--- config.mk ---
export PLATFORM = sky130hd
export DESIGN_NAME = pc_gen_unit
export DESIGN_NICKNAME = d
export VERILOG_FILES = /design/src/rtl/pc_gen_unit_pkg.sv /design/src/rtl/pc_next_sel.sv /design/src/rtl/pc_gen_unit.sv
export SDC_FILE = /design/constraint.sdc
export NUM_CORES = 1
export LEC_CHECK = 0
export CELL_PAD_IN_SITES_DETAIL_PLACEMENT = 0
export CELL_PAD_IN_SITES_GLOBAL_PLACEMENT = 1
export CORE_ASPECT_RATIO = 1.25
export CORE_MARGIN = 2
export CORE_UTILIZATION = 35
export CTS_BUF_LIST = sky130_fd_sc_hd__clkbuf_4 sky130_fd_sc_hd__clkbuf_8
export DETAILED_ROUTE_END_ITERATION = 16
export PLACE_DENSITY = 0.82
export SYNTH_ARGS = -nofsm -noshare
export SYNTH_HDL_FRONTEND = slang
export SYNTH_HIERARCHICAL = 1
export SYNTH_SLANG_ARGS = --single-unit
--- constraint.sdc ---
create_clock -name clk -period 4 [get_ports clk]
set_input_delay 1.2 -clock clk [delete_from_list [all_inputs] [get_ports clk]]
set_output_delay 1.2 -clock clk [all_outputs]
set_load 0.005 [all_outputs]
--- src/rtl/pc_gen_unit_pkg.sv ---
// Shared definitions for the PC generation stage: default widths, reset vector
// and the state encoding.
package pc_gen_unit_pkg;

    localparam int          PCG_CPU_WIDTH = 64;
    localparam int          PCG_CNT_WIDTH = 64;
    localparam logic [63:0] PCG_RESET_PC  = 64'h8000_0000;

    typedef enum logic [1:0] {
        PCG_BOOT = 2'd0,
        PCG_RUN  = 2'd1,
        PCG_HALT = 2'd2
    } pcg_state_e;

    // Instructions are 4 bytes, so only the two low address bits matter.
    function automatic logic is_misaligned(input logic [1:0] addr_lo);
        return addr_lo != 2'b00;
    endfunction

endpackage

--- src/rtl/pc_next_sel.sv ---
// Combinational next-PC priority mux: halt > trap > aligned redirect >
// sequential advance > hold, plus the counter enable and misalign condition.
module pc_next_sel
    import pc_gen_unit_pkg::*;
#(
    parameter int W = PCG_CPU_WIDTH
) (
    input  logic         run,
    input  logic [W-1:0] pc,
    input  logic         pc_ready,
    input  logic         redir_valid,
    input  logic [W-1:0] redir_pc,
    input  logic         trap_valid,
    input  logic [W-1:0] trap_pc,
    input  logic         halt,
    output logic [W-1:0] pc_next,
    output logic [W-1:0] pc_seq,
    output logic         cnt_en,
    output logic         misalign_set,
    output logic         go_halt
);

    localparam logic [W-1:0] INSN_BYTES = {{(W-3){1'b0}}, 3'b100};

    logic redir_bad;

    assign pc_seq    = pc + INSN_BYTES;
    assign redir_bad = is_misaligned(redir_pc[1:0]);

    always_comb begin
        pc_next      = pc;
        cnt_en       = 1'b0;
        misalign_set = 1'b0;
        go_halt      = 1'b0;
        if (run) begin
            // While running pc_valid is high, so pc_ready alone is the handshake.
            cnt_en = pc_ready;
            if (halt) begin
                go_halt = 1'b1;
            end else if (trap_valid) begin
                pc_next = trap_pc;
            end else if (redir_valid && !redir_bad) begin
                pc_next = redir_pc;
            end else begin
                misalign_set = redir_valid;
                if (pc_ready) begin
                    pc_next = pc_seq;
                end
            end
        end
    end

endmodule

--- src/rtl/pc_gen_unit.sv ---
// Program-counter generation stage: holds the fetch PC, hands it to fetch
// over valid/ready, and applies redirects, traps and halt.
module pc_gen_unit
    import pc_gen_unit_pkg::*;
#(
    parameter int                   CPU_WIDTH = PCG_CPU_WIDTH,
    parameter logic [CPU_WIDTH-1:0] RESET_PC  = CPU_WIDTH'(PCG_RESET_PC),
    parameter int                   CNT_WIDTH = PCG_CNT_WIDTH
) (
    input  logic                 clk,
    input  logic                 rst_n,
    output logic [CPU_WIDTH-1:0] pc,
    output logic                 pc_valid,
    input  logic                 pc_ready,
    output logic [CPU_WIDTH-1:0] snpc,
    input  logic                 redir_valid,
    input  logic [CPU_WIDTH-1:0] redir_pc,
    input  logic                 trap_valid,
    input  logic [CPU_WIDTH-1:0] trap_pc,
    input  logic                 halt,
    output logic                 misalign,
    output logic [CPU_WIDTH-1:0] misalign_addr,
    output logic [CNT_WIDTH-1:0] fetch_cnt,
    output logic                 halted
);

    localparam logic [CNT_WIDTH-1:0] CNT_ONE = {{(CNT_WIDTH-1){1'b0}}, 1'b1};

    pcg_state_e           state_reg, state_next;
    logic [CPU_WIDTH-1:0] pc_reg;
    logic [CPU_WIDTH-1:0] pc_next;
    logic [CPU_WIDTH-1:0] pc_seq;
    logic [CNT_WIDTH-1:0] cnt_reg;
    logic                 misalign_reg;
    logic [CPU_WIDTH-1:0] misalign_addr_reg;
    logic                 run;
    logic                 cnt_en;
    logic                 misalign_set;
    logic                 go_halt;

    assign run = (state_reg == PCG_RUN);

    pc_next_sel #(
        .W (CPU_WIDTH)
    ) u_next_sel (
        .run          (run),
        .pc           (pc_reg),
        .pc_ready     (pc_ready),
        .redir_valid  (redir_valid),
        .redir_pc     (redir_pc),
        .trap_valid   (trap_valid),
        .trap_pc      (trap_pc),
        .halt         (halt),
        .pc_next      (pc_next),
        .pc_seq       (pc_seq),
        .cnt_en       (cnt_en),
        .misalign_set (misalign_set),
        .go_halt      (go_halt)
    );

    always_ff @(posedge clk or negedge rst_n) begin
        if (!rst_n) begin
            state_reg <= PCG_BOOT;
        end else begin
            state_reg <= state_next;
        end
    end

    // BOOT lasts exactly one cycle; HALT only leaves through reset.
    always_comb begin
        state_next = state_reg;
        case (state_reg)
            PCG_BOOT: state_next = PCG_RUN;
            PCG_RUN:  if (go_halt) state_next = PCG_HALT;
            PCG_HALT: state_next = PCG_HALT;
            default:  state_next = PCG_BOOT;
        endcase
    end

    always_ff @(posedge clk or negedge rst_n) begin
        if (!rst_n) begin
            pc_reg            <= RESET_PC;
            cnt_reg           <= '0;
            misalign_reg      <= 1'b0;
            misalign_addr_reg <= '0;
        end else begin
            pc_reg       <= pc_next;
            misalign_reg <= misalign_set;
            if (cnt_en) begin
                cnt_reg <= cnt_reg + CNT_ONE;
            end
            if (misalign_set) begin
                misalign_addr_reg <= redir_pc;
            end
        end
    end

    assign pc            = pc_reg;
    assign pc_valid      = run;
    assign snpc          = pc_seq;
    assign misalign      = misalign_reg;
    assign misalign_addr = misalign_addr_reg;
    assign fetch_cnt     = cnt_reg;
    assign halted        = (state_reg == PCG_HALT);

endmodule

==> metrics.md, run 1 <==
| Metric | Value |
|---|---|
| Initial DRC count | `1080` |
| Max_slew headroom | `0.481` |
| Top-area cell type share of the netlist area | `0.400` |
| HP Class | `flop to flop` |
| Starting density of the core | `0.354` |
| Fillcell total | `3238` |
| Final non-filler cell area | `0.0182 mm²` |
| H-tree depth | `4` |
| Int Pwr | `5900 µW` |
| CP startpoint | `pc[5]$_DFF_PN0_` |
| Vias | `12800` |
| Clk_skew | `18.6 ps` |
| Min cycle time layout | `4100 ps` |
| Initial antenna violation count | `3` |
| Layout cells sized above 1 | `0.191` |
| Clock latency on the worst-skew pair | `510 ps` |
| Critical Path End Type | `output port` |
| RR Endpoint | `pc[56]$_DFF_PN0_` |
| Maximum fanout along the worst path | `10` |
| YS warnings | `6` |
| Grt ovf | `0` |
| Violated checks | `negative setup slack` |
| Hold_sp | `fetch_cnt[63]$_DFFE_PN0P_` |
| Maximum VDD drop | `0.229 mV` |
| Period Utilization, post-route | `1.03` |
| Startpoint class of the critical path | `flop` |
| Io pins | `393` |
| Maximum clock frequency | `244 MHz` |
| Leakage | `0.00773 µW` |
| Sequential fraction of the synthesis area | `0.402` |
| Status | `finished, violations left` |
| Row count | `76` |
| Chip Width | `171 µm` |
| Average wire per standard cell | `22.3 µm` |
| Die area | `0.0362 mm²` |
| Part of the power in combinational logic | `0.526` |
| Largest net degree at the start of global routing | `73` |
| RR Startpoint | `pc[2]$_DFF_PN0_` |
| Antenna Nets Post-Route | `0` |
| First-pass GRT wire length | `75700 µm` |
| Register Area | `0.00489 mm²` |
| Multi-input gate area | `0.00709 mm²` |
| Unrepaired setup endpoints after global routing | `yes` |
| Hold Vio Cnt, Final | `0` |
| Core ar. | `0.0343 mm²` |
| Overall routing resource usage | `0.276` |
| R2R Setup Slk | `1000 ps` |
| Switching Power | `3390 µW` |
| Vias/cell | `5.57` |
| Total Wirelength | `51300 µm` |
| Pwr Density | `509 mW/mm²` |
| Max Cap Viol | `0` |
| Critical path class | `flop to output port` |
| Synth top area cells | `dfrtp_1 (40%), mux2_2 (6.1%), nand2_1 (5.1%)` |
| Clk pwr share | `0.148` |
| Die Y | `212 µm` |
| Synth Flop Type | `dfrtp_1` |
| Post-synth EDFFs | `0` |
| Clock sinks | `195` |
| Post-Syn Area | `0.0122 mm²` |
| Core Util, Final | `0.531` |
| CTS Buffer Depth | `2` |
| Most frequent cells in the layout | `clkdlybuf4s50_1 (353), dfrtp_1 (190), nand2_1 (162), buf_4 (140), nor2_1 (88)` |
| Yosys top cell by area | `dfrtp_1` |
| Reg2reg path depth | `8` |
| P&R area growth vs syn | `50.1%` |
| Hold buffers post-CTS | `0` |
| # setup viols final | `3` |
| DPL Wire Length | `38900 µm` |
| Flop pwr share | `0.326` |
| Synth cell types | `70` |
| Mean Syn Cell Area | `9.01 µm²` |
| Final Max Tran Viols | `0` |
| First drt pass iteration count | `6` |
| Vias in the first global route | `12500` |
| Post-synthesis async set-or-reset flop share | `1.00` |
| I/O Buffers | `392` |
| Clk root buf | `clkbuf_8` |
| Net Count, Synth | `1488` |
| Placed cell areas | `0.0171 mm²` |
| Yosys reg bits | `195` |
| Critical Path Sink | `snpc[46]` |
| CTS tree | `done` |
| Final WS setup | `-104 ps` |
| Clk slew on worst S/H paths | `100 ps` |
| Sw frac | `0.365` |
| Worst slew pin tran | `772 ps` |
| Post-synthesis cell count | `1349` |
| Worst Path Required | `2800 ps` |
| Data arrival, critical path | `2900 ps` |
| DRC viols | `0` |
| RePlAce Congestion | `0.939` |
| Most common cell after layout, fill and taps aside | `clkdlybuf4s50_1` |
| Num CTS Buffers | `17` |
| Fin nets | `1953` |
-- layout make-up --
type / count / share of cell area
Tap cell: 468 / 0.0321
Sequential cell: 195 / 0.268
Multi-Input combinational cell: 1036 / 0.389
Antenna cell: 2 / 0.000274
Clock inverter: 11 / 0.00700
Inverter: 18 / 0.00370
Clock buffer: 21 / 0.0155
Timing Repair Buffer: 546 / 0.285
-- power by group through the flow --
stage | sequential (µW) | combinational (µW) | clock [µW]
after floorplan | 3100 | 1750 | 0
after global placement | 3040 | 4750 | 0
after detailed placement | 3080 | 4780 | 0
after CTS | 3040 | 4840 | 1410
after global routing | 3110 | 5200 | 1490
final | 3030 | 4890 | 1380
-- routing by layer --
layer,GRT usage,part of all wire
met5,0,0.00023
met3,0.0685,0.081
met1,0.330,0.39
met4,0.126,0.045
met2,0.466,0.49
-- worst min path at each step --
stage                                 to  cells past startpoint  slack [ps]
3_3_place_gp   fetch_cnt[63]$_DFFE_PN0P_                      1         460
6_report       fetch_cnt[63]$_DFFE_PN0P_                      1         480
3_5_place_dp   fetch_cnt[63]$_DFFE_PN0P_                      1         460
5_1_grt        fetch_cnt[63]$_DFFE_PN0P_                      1         500
4_1_cts        fetch_cnt[63]$_DFFE_PN0P_                      1         480
2_1_floorplan  fetch_cnt[63]$_DFFE_PN0P_                      1         460
-- Yosys cell counts (4+ instances only) --
cell type and number:
nand4b_1 4, ha_1 5, o221ai_1 13, nor3b_1 4, clkbuf_1 63, xnor2_1 69, nand2b_1 10, and3_1 31
nand2_1 165, and2_1 13, a21oi_1 61, clkbuf_2 9, buf_1 7, o21ai_0 64, nor4_1 17, a211oi_1 18
a311oi_1 4, o211ai_1 14, nor4_4 7, a211o_1 4, nor2_1 98, xor2_1 68, nor3_1 45, o2111ai_1 4
a31oi_1 4, nand4_1 57, nor4_2 5, mux2_2 66, o311ai_0 7, mux2i_1 4, and4_1 14, or2_2 4
o21a_1 11, inv_1 17, or4b_1 4, o22ai_1 5, or3_1 6, nand3_1 75, buf_2 17, or4_1 8
dfrtp_1 194, nand4_2 9
-- stage by stage --
step / setup TNS (ps) / power (µW) / worst slack, ps / std cells / hold WS [ps]
6_report: -169 / 9300 / -104 / 2297 / 483
5_1_grt: -690 / 9800 / -191 / 2295 / 503
4_1_cts: -146 / 9290 / -145 / 2269 / 484
3_5_place_dp: 0 / 7860 / 148 / 2218 / 463
3_3_place_gp: 0 / 7790 / 183 / 2218 / 460
2_1_floorplan: 0 / 4850 / 619 / 1349 / 465
-- repair_timing --
item                                    CTS  global route
endpoints found under the setup margin   42            31
resized for setup                        57            65
pin swaps                                16            28
gates cloned                              0             1
buffers inserted                         19            25
-- cell families (layout without fill, tap and decap cells) --
| family | Yosys count | after routing | synth area share |
|---|---|---|---|
| mux | 70 | 70 | 0.0645 |
| other cells | 0 | 2 | 0 |
| simple gates | 591 | 591 | 0.266 |
| buf+inv | 118 | 596 | 0.0407 |
| xor+xnor | 137 | 137 | 0.0987 |
| flops | 195 | 195 | 0.402 |
| fa+ha+maj | 5 | 5 | 0.00515 |
| compound gates | 233 | 233 | 0.124 |
-- worst max-delay path, cell delays in order, from the launching register on --
cell	delay, ps
dfrtp_1	360
buf_4	160
nand3_2	120
buf_4	210
nor2_1	230
nand4_1	240
or3_4	420
xnor2_1	140
clkdlybuf4s50_1	520
Note: power is estimated with default switching activity, not from simulation.
==> run 2, diff against run 1 <==
--- a/config.mk
+++ b/config.mk
@@ -9,10 +9,11 @@
 export CELL_PAD_IN_SITES_GLOBAL_PLACEMENT = 1
 export CORE_ASPECT_RATIO = 1.25
 export CORE_MARGIN = 2
-export CORE_UTILIZATION = 35
+export CORE_UTILIZATION = 45
 export CTS_BUF_LIST = sky130_fd_sc_hd__clkbuf_4 sky130_fd_sc_hd__clkbuf_8
 export DETAILED_ROUTE_END_ITERATION = 16
-export PLACE_DENSITY = 0.82
+export DONT_BUFFER_PORTS = 1
+export PLACE_DENSITY = 0.77
 export SYNTH_ARGS = -nofsm -noshare
 export SYNTH_HDL_FRONTEND = slang
 export SYNTH_HIERARCHICAL = 1
==> run 2 against run 1 <==
The run now ends clean. Register-to-register slack better by 150 ps. Global-route usage grew 2.4 points. Worst hold slack got worse by 80 ps. Routed wire length shrank 16%. Design area down 28%. Sequential power up 12%. Via count down 16%. Clock skew is 3.2 ps lower. Non-clock buffer count down 482. Die area is 22% lower. Critical path type unchanged.
==> metrics.md, run 2 (synthesized netlist as in run 1, its figures left out) <==
| Metric | Value |
|---|---|
| Status | `complete, no violations` |
| Pwr Density | `537 mW/mm²` |
| Die Y | `188 µm` |
| Maximum clock frequency | `254 MHz` |
| Chip Width | `151 µm` |
| DRC viols | `0` |
| Critical Path End Type | `output port` |
| Core Util, Final | `0.496` |
| Clk_skew | `15.4 ps` |
| Min cycle time layout | `3940 ps` |
| Clock sinks | `195` |
| Fin nets | `1471` |
| Slowest CP cell | `dfstp_2` |
| DPL Wire Length | `31600 µm` |
| Multi-input gate area | `0.00689 mm²` |
| Core ar. | `0.0267 mm²` |
| Critical path class | `flop to output port` |
| Largest net degree at the start of global routing | `196` |
| First drt pass iteration count | `5` |
| Maximum fanout along the worst path | `8` |
| CTS Buffer Depth | `2` |
| Hold buffers post-CTS | `0` |
| Initial DRC count | `646` |
| Row count | `67` |
| Leakage | `0.00539 µW` |
| Clock latency on the worst-skew pair | `480 ps` |
| Data arrival, critical path | `2740 ps` |
| CTS tree | `done` |
| Final hold slack | `402 ps` |
| Average wire per standard cell | `25.4 µm` |
| Die area | `0.0283 mm²` |
| Total Wirelength | `43000 µm` |
| Maximum VDD drop | `0.263 mV` |
| Vias/cell | `6.33` |
| HP Class | `input port to asynchronous set/reset pin` |
| Most common cell after layout, fill and taps aside | `dfrtp_1` |
| Tot Pwr | `7090 µW` |
| Antenna Nets Post-Route | `0` |
| Register Area | `0.00490 mm²` |
| Max_slew headroom | `0.473` |
| CP most frequent cell | `nand4_1` |
| H-tree depth | `4` |
| Clk slew on worst S/H paths | `110 ps` |
| Io pins | `393` |
| I/O Buffers | `0` |
| Most frequent cells in the layout | `dfrtp_1 (182), nand2_1 (164), nor2_1 (96), nand3_1 (73)` |
| Cell family with most CP delay | `simple AND/OR/NAND/NOR gates` |
| Vias | `10700` |
| Grt ovf | `0` |
| First-pass GRT wire length | `64600 µm` |
| RePlAce Congestion | `0.930` |
| Num CTS Buffers | `17` |
| CP Cell Sequence | `nand4_1 -> or4_4 -> nor4_4 -> buf_4 -> nand4_1 -> xnor2_1` |
| Hold Vio Cnt, Final | `0` |
| Initial antenna violation count | `3` |
| Period Utilization, post-route | `0.984` |
| P&R area growth vs syn | `8.77%` |
| WP buf/inv | `1` |
| Startpoint class of the critical path | `flop` |
| Final non-filler cell area | `0.0132 mm²` |
| Placed cell areas | `0.0126 mm²` |
| # setup viols final | `0` |
| Clk root buf | `clkbuf_8` |
| Worst slew pin tran | `785 ps` |
| Worst Path Required | `2800 ps` |
| Final Max Tran Viols | `0` |
| Layout cells sized above 1 | `0.171` |
| Fillcell total | `2584` |
| Overall routing resource usage | `0.300` |
| Vias in the first global route | `10600` |
| Starting density of the core | `0.456` |
| Max Cap Viol | `0` |
| CP peak stage delay | `660 ps` |
-- run 2: stage by stage --
step / cells / setup slack (ps) / setup TNS (ps)
after floorplan: 1349 / 619 / 0
after global placement: 1651 / 337 / 0
after detailed placement: 1651 / 363 / 0
after CTS: 1684 / 1.43 / 0
after global routing: 1690 / -22.1 / -22.1
final: 1692 / 63.4 / 0
-- run 2: repair_timing --
action	in CTS	in global routing
setup endpoints to repair	8	17
pin swaps	1	6
gates resized for setup	9	18
buffers inserted	1	6
hold endpoints to repair	0	0
-- run 2: path summary, 6_finish.rpt --
path,from,to,slack [ps],cells past startpoint
worst max-delay path,pc[31]$_DFF_PN1_,snpc[61],60,6
worst min-delay path,rst_n,misalign_addr[28]$_DFFE_PN0P_,400,0
worst max register to register,state_reg[1]$_DFFE_PN0P_,fetch_cnt[51]$_DFFE_PN0P_,1150,8
worst min register to register,fetch_cnt[63]$_DFFE_PN0P_,fetch_cnt[63]$_DFFE_PN0P_,510,1
max in group asynchronous,rst_n,pc[7]$_DFF_PN0_,2900,0
min in group clk,fetch_cnt[63]$_DFFE_PN0P_,fetch_cnt[63]$_DFFE_PN0P_,510,1
-- run 2: where the power goes --
group	total (µW)	switching, µW	internal, µW
Clock	1410	801	613
Combinational	2290	1280	1010
Sequential	3380	797	2590
Total	7090	2880	4210
-- run 2: layout make-up --
cell class              count  share of cell area
flip-flops and latches    195               0.370
clock buffers              19              0.0198
inverters                  18             0.00511
diodes                      2            0.000379
multi-input cells        1036               0.521
repair buffers             64              0.0382
well taps                 345              0.0327
clock inverters            13              0.0122
-- run 2: routing by layer --
| metal | track usage | up-vias | wire length (µm) | share of wire |
|---|---|---|---|---|
| met4 | 0.115 | 2 | 1600 | 0.037 |
| met5 | 0 | - | 13 | 0.00030 |
| met3 | 0.0968 | 83 | 4130 | 0.096 |
| li1 | - | 4828 | - | - |
| met1 | 0.353 | 5299 | 15900 | 0.37 |
| met2 | 0.505 | 500 | 21400 | 0.50 |
